[config.mk]
export PLATFORM = sky130hd
export DESIGN_NAME = alu_op_sequencer_flat
export DESIGN_NICKNAME = d
export VERILOG_FILES = /design/src/rtl/alu_op_sequencer_if.sv /design/src/rtl/alu_op_sequencer.sv /design/src/flat_wrapper.sv
export SDC_FILE = /design/constraint.sdc
export NUM_CORES = 1
export LEC_CHECK = 0
export CORE_MARGIN = 5
export CORE_UTILIZATION = 55
export DETAILED_ROUTE_END_ITERATION = 12
export GPL_TIMING_DRIVEN = 0
export PLACE_DENSITY = 0.81
export SYNTH_ARGS = -nofsm -noshare
export SYNTH_HDL_FRONTEND = slang
export SYNTH_SLANG_ARGS = --single-unit
[constraint.sdc]
create_clock -name Clock -period 3.15 [get_ports Clock]
set_clock_uncertainty 0.1 [all_clocks]
set_input_delay 0.945 -clock Clock [delete_from_list [all_inputs] [get_ports Clock]]
set_output_delay 0.945 -clock Clock [all_outputs]
set_load 0.03 [all_outputs]
[src/rtl/alu_op_sequencer_if.sv]
// alu_op_sequencer_if: command/status and register-file bus of the ALU op sequencer
interface alu_op_sequencer_if #(parameter int WIDTH = 8, parameter int ADDR_WIDTH = 2);
  logic                  Start;
  logic [2:0]            Opcode;
  logic [ADDR_WIDTH-1:0] Src_A;
  logic [ADDR_WIDTH-1:0] Src_B;
  logic [ADDR_WIDTH-1:0] Dest;
  logic                  Ready;
  logic                  Done;
  logic [WIDTH-1:0]      Result;
  logic                  Carry;
  logic                  Zero;
  logic [ADDR_WIDTH-1:0] RF_Address;
  logic                  RF_Write_Enable;
  logic [WIDTH-1:0]      RF_Write_Data;
  logic [WIDTH-1:0]      RF_Read_Data;
  modport master (
    output Start, Opcode, Src_A, Src_B, Dest, RF_Read_Data,
    input  Ready, Done, Result, Carry, Zero, RF_Address, RF_Write_Enable, RF_Write_Data
  );
  modport slave (
    input  Start, Opcode, Src_A, Src_B, Dest, RF_Read_Data,
    output Ready, Done, Result, Carry, Zero, RF_Address, RF_Write_Enable, RF_Write_Data
  );
endinterface

[src/rtl/alu_op_sequencer.sv]
// alu_op_sequencer: sequences read A, read B, execute, write-back over a single-port register file
module alu_op_sequencer #(
  parameter int WIDTH      = 8,
  parameter int ADDR_WIDTH = 2
) (
  input logic              Clock,
  input logic              Reset_n,
  alu_op_sequencer_if.slave bus
);
  localparam logic [2:0] IDLE   = 3'd0;
  localparam logic [2:0] READ_A = 3'd1;
  localparam logic [2:0] READ_B = 3'd2;
  localparam logic [2:0] EXEC   = 3'd3;
  localparam logic [2:0] WRITE  = 3'd4;
  localparam logic [2:0] DONE   = 3'd5;
  localparam logic [2:0] OP_CMP = 3'b111;
  logic [2:0]            state;
  logic [2:0]            opcode;
  logic [ADDR_WIDTH-1:0] src_a, src_b, dest;
  logic [WIDTH-1:0]      op_a, op_b, result;
  logic                  carry, zero;
  logic [WIDTH:0]        alu;
  // MSB of alu is the carry/borrow; logic ops zero-extend so their carry is 0
  always_comb begin
    alu = '0;
    case (opcode)
      3'b000:  alu = {1'b0, op_a} + {1'b0, op_b};
      3'b010:  alu = {1'b0, op_a & op_b};
      3'b011:  alu = {1'b0, op_a | op_b};
      3'b100:  alu = {1'b0, op_a ^ op_b};
      3'b101:  alu = {1'b0, ~op_a};
      3'b110:  alu = {op_a, 1'b0};
      default: alu = {1'b0, op_a} - {1'b0, op_b};
    endcase
  end
  always_ff @(posedge Clock or negedge Reset_n) begin
    if (!Reset_n) begin
      state  <= IDLE;
      opcode <= '0;
      src_a  <= '0;
      src_b  <= '0;
      dest   <= '0;
      op_a   <= '0;
      op_b   <= '0;
      result <= '0;
      carry  <= 1'b0;
      zero   <= 1'b0;
    end else begin
      case (state)
        IDLE: if (bus.Start) begin
          state  <= READ_A;
          opcode <= bus.Opcode;
          src_a  <= bus.Src_A;
          src_b  <= bus.Src_B;
          dest   <= bus.Dest;
        end
        READ_A: begin
          op_a  <= bus.RF_Read_Data;
          state <= READ_B;
        end
        READ_B: begin
          op_b  <= bus.RF_Read_Data;
          state <= EXEC;
        end
        EXEC: begin
          result <= alu[WIDTH-1:0];
          carry  <= alu[WIDTH];
          zero   <= alu[WIDTH-1:0] == '0;
          state  <= opcode == OP_CMP ? DONE : WRITE;
        end
        WRITE:   state <= DONE;
        default: state <= IDLE;
      endcase
    end
  end
  // All outputs decode registered state, so reset removes the write strobe without a clock
  assign bus.Ready           = state == IDLE;
  assign bus.Done            = state == DONE;
  assign bus.Result          = result;
  assign bus.Carry           = carry;
  assign bus.Zero            = zero;
  assign bus.RF_Write_Enable = state == WRITE;
  assign bus.RF_Write_Data   = state == WRITE ? result : '0;
  assign bus.RF_Address      = state == READ_A ? src_a :
                               state == READ_B ? src_b :
                               state == WRITE  ? dest  : '0;
endmodule
[src/flat_wrapper.sv]
// flat-port wrapper written by rule: the top's interface ports become plain ports
module alu_op_sequencer_flat 
#(
  parameter int WIDTH      = 8,
  parameter int ADDR_WIDTH = 2
)
  (Clock, Reset_n, bus_Start, bus_Opcode, bus_Src_A, bus_Src_B, bus_Dest, bus_RF_Read_Data, bus_Ready, bus_Done, bus_Result, bus_Carry, bus_Zero, bus_RF_Address, bus_RF_Write_Enable, bus_RF_Write_Data);
  alu_op_sequencer_if #(.WIDTH(WIDTH), .ADDR_WIDTH(ADDR_WIDTH)) bus_i ();
  input logic Clock;
  input logic Reset_n;
  input wire logic [$bits(bus_i.Start)-1:0] bus_Start;
  input wire logic [$bits(bus_i.Opcode)-1:0] bus_Opcode;
  input wire logic [$bits(bus_i.Src_A)-1:0] bus_Src_A;
  input wire logic [$bits(bus_i.Src_B)-1:0] bus_Src_B;
  input wire logic [$bits(bus_i.Dest)-1:0] bus_Dest;
  input wire logic [$bits(bus_i.RF_Read_Data)-1:0] bus_RF_Read_Data;
  output wire logic [$bits(bus_i.Ready)-1:0] bus_Ready;
  output wire logic [$bits(bus_i.Done)-1:0] bus_Done;
  output wire logic [$bits(bus_i.Result)-1:0] bus_Result;
  output wire logic [$bits(bus_i.Carry)-1:0] bus_Carry;
  output wire logic [$bits(bus_i.Zero)-1:0] bus_Zero;
  output wire logic [$bits(bus_i.RF_Address)-1:0] bus_RF_Address;
  output wire logic [$bits(bus_i.RF_Write_Enable)-1:0] bus_RF_Write_Enable;
  output wire logic [$bits(bus_i.RF_Write_Data)-1:0] bus_RF_Write_Data;
  assign bus_i.Start = bus_Start;
  assign bus_i.Opcode = bus_Opcode;
  assign bus_i.Src_A = bus_Src_A;
  assign bus_i.Src_B = bus_Src_B;
  assign bus_i.Dest = bus_Dest;
  assign bus_i.RF_Read_Data = bus_RF_Read_Data;
  assign bus_Ready = bus_i.Ready;
  assign bus_Done = bus_i.Done;
  assign bus_Result = bus_i.Result;
  assign bus_Carry = bus_i.Carry;
  assign bus_Zero = bus_i.Zero;
  assign bus_RF_Address = bus_i.RF_Address;
  assign bus_RF_Write_Enable = bus_i.RF_Write_Enable;
  assign bus_RF_Write_Data = bus_i.RF_Write_Data;
  alu_op_sequencer #(.WIDTH(WIDTH), .ADDR_WIDTH(ADDR_WIDTH)) u_core (.Clock(Clock), .Reset_n(Reset_n), .bus(bus_i));
endmodule
==> results.md <==
Run status:
- The flow ran to the end, and the final reports show no timing, DRC or antenna violations.

Critical path:
- The largest incremental delay on the critical path is 0.32 ns.
- In this design, the largest share of critical-path delay is due to compound AO/OA/AOI/OAI gates.
- The slowest stage of the critical path is the sky130_fd_sc_hd__dfrtp_1 cell.
- The sort of element at the start of the critical path is a flop.
- The critical path is of the flop to flop type.
- Of all nets on the critical path, the largest fanout is 9.
- The nature of the critical path endpoint is a flop.
- Together, buffers and inverters on the worst path number 2.
- The critical path required time is 3.22 ns.
- The critical path goes through buf_2 -> clkinvlp_4 -> nand2_1 -> nand2_1 -> o21ai_2 -> ha_1 -> a21o_1 -> a21o_1 -> a311oi_2 -> xor2_1 -> a21oi_2 -> mux2_2.
- The arrival time at the worst endpoint is 3.16 ns.

Global route:
- The maximum number of pins on one net before global-route repair is 39.
- The aggregate global routing overflow is 0.
- The first global-routing pass estimated 11300 microns of wire.
- The number of antenna violations at the first check in global routing is 0.
- The total global routing track utilization is 22.5%.
- The number of global-route vias before repair was 2305.

Synthesis:
- The most used flip-flop cell after synthesis is sky130_fd_sc_hd__dfrtp_1.
- The async set-or-reset flop fraction in the synthesized netlist is 100%.
- The count of state elements after synthesis is 38.
- The share of the Yosys chip area taken by registers is 34.0%.
- The cell area that synthesis handed to floorplanning was 2800 sq um.
- The count of synthesis-stage warnings from yosys is 0.
- Yosys mapped the design onto 59 distinct sky130hd cell types.
- The number of standard cells after synthesis is 311.
- A synthesized cell averages 9.00 sq um.
- The number of synthesized flops with an enable pin is 0.
- The net count after synthesis is 356.

Clock tree:
- The clock passes through at most 2 buffers.
- The total CTS buffers is 5.
- The CTS tree is built.
- The clock latency on the worst-skew pair is 0.29 ns.
- The CTS clock-pin slew for the worst setup and hold paths is 0.07 ns.
- The H-tree was split into 2 levels.
- The clock sink total is 38.
- The cell chosen for the clock root is sky130_fd_sc_hd__clkbuf_8.

STA:
- Setup slack closes at 0.0601 ns.
- The relative slew slack is 44.2%.
- The number of max-slew violations in the final report is 0.
- In the finished design, the share of the clock period the worst path needs comes to 98.1%.
- The minimum clock period after layout is 3.09 ns.
- The final hold violation count is 0.
- After routing, the total negative slack on setup checks comes to 0 ns.
- The highest attainable clock frequency is 324 MHz.
- Setup violations remaining at the end of the flow were counted as 0.
- Setup repair after global routing could not meet its margin everywhere.
- The pin slew with the least headroom to its limit is 0.837 ns.

Final layout:
- Summing all flip-flop and latch instances after layout gives 952 sq um.
- The final instance count without filler cells is 431.
- At the end of the flow, the number of nets in the layout was 406.
- Of the cells placed in the final design, the portion with a size suffix greater than 1 is 13.9%.
- The number of fill cells in the layout is 432.
- At the end of the flow the core is filled with cells to 69.4%.
- The number of antenna diodes is 0.
- The relative area change from synthesis to final layout is 24.2%.
- The area of the multi-input gates is 1750 sq um.

Die:
- The height of the chip is 81.3 microns.
- The area enclosed by the die boundary is 6620 sq um.
- The initial utilization of the core area, before any placement, comes to 55.9%.
- In this run the horizontal extent of the chip is 81.3 microns.
- The number of top-level design ports is 43.
- The initialized floorplan defines 26 standard-cell rows.
- In this run the standard cell core region covers 5010 sq um.

Detailed routing:
- The via-per-instance ratio is 5.56.
- The number of nets with antenna violations after routing is 0.
- The overall via count from detail_route is 2398.
- The violation count after the first detailed-routing iteration is 132.
- The first detailed-routing pass ran for 4 iterations.
- For this run, design rule violations remaining after detail routing come to 0.
- The routed length per placed instance is 16.2 microns.
- For this block, the routed nets add up to 6970 microns of wire.

Placement:
- Prior to clock tree synthesis, the placed netlist has a worst setup slack of -0.120 ns.
- The number of placed instances, taps included is 423.
- Once detailed placement completed, the half-perimeter wirelength came to 5380 microns.
- The count of buffers inserted at the top-level ports is 42.
- Routability-driven placement finished with a final weighted congestion of 0.950.

Worst hold path:
- The worst hold path belongs to the class flop to flop.

Flow run:
- The number of max-cap violations is 0.
per-stage QoR:
step / cell area, sq um / hold WS [ns]
3_5_place_dp: 3300 / 0.375
3_3_place_gp: 3310 / 0.369
2_1_floorplan: 2800 / 0.381
6_report: 3480 / 0.395
5_1_grt: 3480 / 0.434
4_1_cts: 3410 / 0.400
flip-flops by register name, summed over array words and instances, names as in the netlist:
| name | cells |
|---|---|
| u_core.state | 3 |
| u_core.dest | 2 |
| u_core.opcode | 3 |
| u_core.src_a | 2 |
| u_core.src_b | 2 |
| u_core.bus.Carry | 1 |
| u_core.bus.Zero | 1 |
| u_core.op_a | 8 |
| u_core.bus.Result | 8 |
| u_core.op_b | 8 |
what timing repair did:
action | in CTS | in global routing
cloned | 0 | 0
pin swaps | 0 | 6
buffers inserted | 0 | 1
gates resized for setup | 13 | 12
setup endpoints to repair | 14 | 5
hold buffers | 0 | 0
logic make-up after synthesis:
family | share of synthesized area (%)
muxes | 6.48
adders and majority gates | 11.4
DFF | 34.0
AOI/OAI and AO/OA | 20.4
xor gates and xnor gates | 2.82
buffers and inverters | 5.45
and+or+nand+nor | 19.4
layer usage:
layer | global-route usage (%) | wire length, microns | up-vias
li1 | - | - | 1191
met3 | 4.21 | 357 | 10
met5 | 0 | 0 | -
met4 | 7.94 | 106 | 0
met2 | 37.9 | 3350 | 75
met1 | 28.9 | 3160 | 1122
cells in the mapped netlist (all sizes together), types with 2 or more instances:
cell type | count | area, sq um
a21o | 5 | 37.5
a21oi | 14 | 73.8
a221oi | 4 | 47.6
a22o | 2 | 17.5
a22oi | 5 | 37.5
a311oi | 2 | 23.8
and2 | 10 | 62.6
and3 | 2 | 12.5
buf | 8 | 51.3
clkbuf | 6 | 22.5
dfrtp | 38 | 951
ha | 24 | 300
inv | 20 | 75.1
mux2 | 9 | 101
mux2i | 8 | 80.1
nand2 | 42 | 158
nand2b | 11 | 68.8
nand3 | 6 | 30.0
nand3b | 2 | 15.0
nand4 | 2 | 12.5
nor2 | 8 | 32.5
nor2b | 7 | 46.3
nor3 | 5 | 25.0
nor3b | 3 | 27.5
o21ai | 32 | 160
o22ai | 6 | 43.8
o31ai | 2 | 20.0
or2 | 2 | 12.5
xnor2 | 7 | 61.3
xor2 | 2 | 17.5
placed cells by master, fill, tap and decap left out, types with 2 or more instances in the layout:
cell type,Yosys,routed
sky130_fd_sc_hd__a21o_1,5,5
sky130_fd_sc_hd__a21oi_1,13,12
sky130_fd_sc_hd__a21oi_2,1,2
sky130_fd_sc_hd__a221oi_1,2,2
sky130_fd_sc_hd__a22o_1,2,2
sky130_fd_sc_hd__a22oi_1,5,5
sky130_fd_sc_hd__and2_1,10,10
sky130_fd_sc_hd__and3_1,2,2
sky130_fd_sc_hd__buf_2,5,6
sky130_fd_sc_hd__buf_4,2,3
sky130_fd_sc_hd__clkbuf_1,6,5
sky130_fd_sc_hd__clkbuf_8,0,6
sky130_fd_sc_hd__clkdlybuf4s50_1,0,31
sky130_fd_sc_hd__dfrtp_1,38,37
sky130_fd_sc_hd__dlygate4sd2_1,0,9
sky130_fd_sc_hd__ha_1,24,21
sky130_fd_sc_hd__ha_2,0,2
sky130_fd_sc_hd__inv_1,20,20
sky130_fd_sc_hd__mux2_2,9,9
sky130_fd_sc_hd__mux2i_1,8,8
sky130_fd_sc_hd__nand2_1,42,42
sky130_fd_sc_hd__nand2b_1,11,11
sky130_fd_sc_hd__nand3_1,6,6
sky130_fd_sc_hd__nand3b_1,2,2
sky130_fd_sc_hd__nand4_1,2,2
sky130_fd_sc_hd__nor2_1,7,7
sky130_fd_sc_hd__nor2b_1,6,6
sky130_fd_sc_hd__nor3_1,5,4
sky130_fd_sc_hd__nor3b_2,1,2
sky130_fd_sc_hd__o21ai_0,31,30
sky130_fd_sc_hd__o22ai_1,5,5
sky130_fd_sc_hd__xnor2_1,7,7
sky130_fd_sc_hd__xor2_1,2,2
layout make-up:
| type | count | share of cell area (%) |
|---|---|---|
| inverter | 21 | 2.37 |
| sequential | 38 | 27.4 |
| timing repair buffer | 43 | 11.9 |
| clock buffer | 6 | 2.37 |
| tap | 70 | 2.52 |
| multi-input combinational | 238 | 50.4 |
| buffer | 14 | 2.16 |
| clock inverter | 1 | 0.864 |
worst reg2reg max path, stage by stage (launching register included):
cell	delay (ns)
sky130_fd_sc_hd__dfrtp_1	0.32
sky130_fd_sc_hd__buf_2	0.24
sky130_fd_sc_hd__clkinvlp_4	0.25
sky130_fd_sc_hd__nand2_1	0.24
sky130_fd_sc_hd__nand2_1	0.12
sky130_fd_sc_hd__o21ai_2	0.10
sky130_fd_sc_hd__ha_1	0.27
sky130_fd_sc_hd__a21o_1	0.19
sky130_fd_sc_hd__a21o_1	0.22
sky130_fd_sc_hd__a311oi_2	0.30
sky130_fd_sc_hd__xor2_1	0.21
sky130_fd_sc_hd__a21oi_2	0.11
sky130_fd_sc_hd__mux2_2	0.29
final timing paths:
check / from / slack, ns / cells after the start / endpoint
setup reg to reg: u_core.opcode[0] / 0.06 / 12 / u_core.bus.Result[7]
setup / recovery: u_core.opcode[0] / 0.06 / 12 / u_core.bus.Result[7]
max in group asynchronous: Reset_n / 1.72 / 1 / u_core.opcode[2]
hold reg to reg: u_core.bus.Result[6] / 0.39 / 2 / u_core.bus.Result[6]
min in group asynchronous: Reset_n / 0.65 / 1 / u_core.op_b[7]
hold / removal: u_core.bus.Result[6] / 0.39 / 2 / u_core.bus.Result[6]
Power is left out: the tool's default activity adds up to more than one toggle a clock period on the data nets, which glitch-free logic cannot reach.
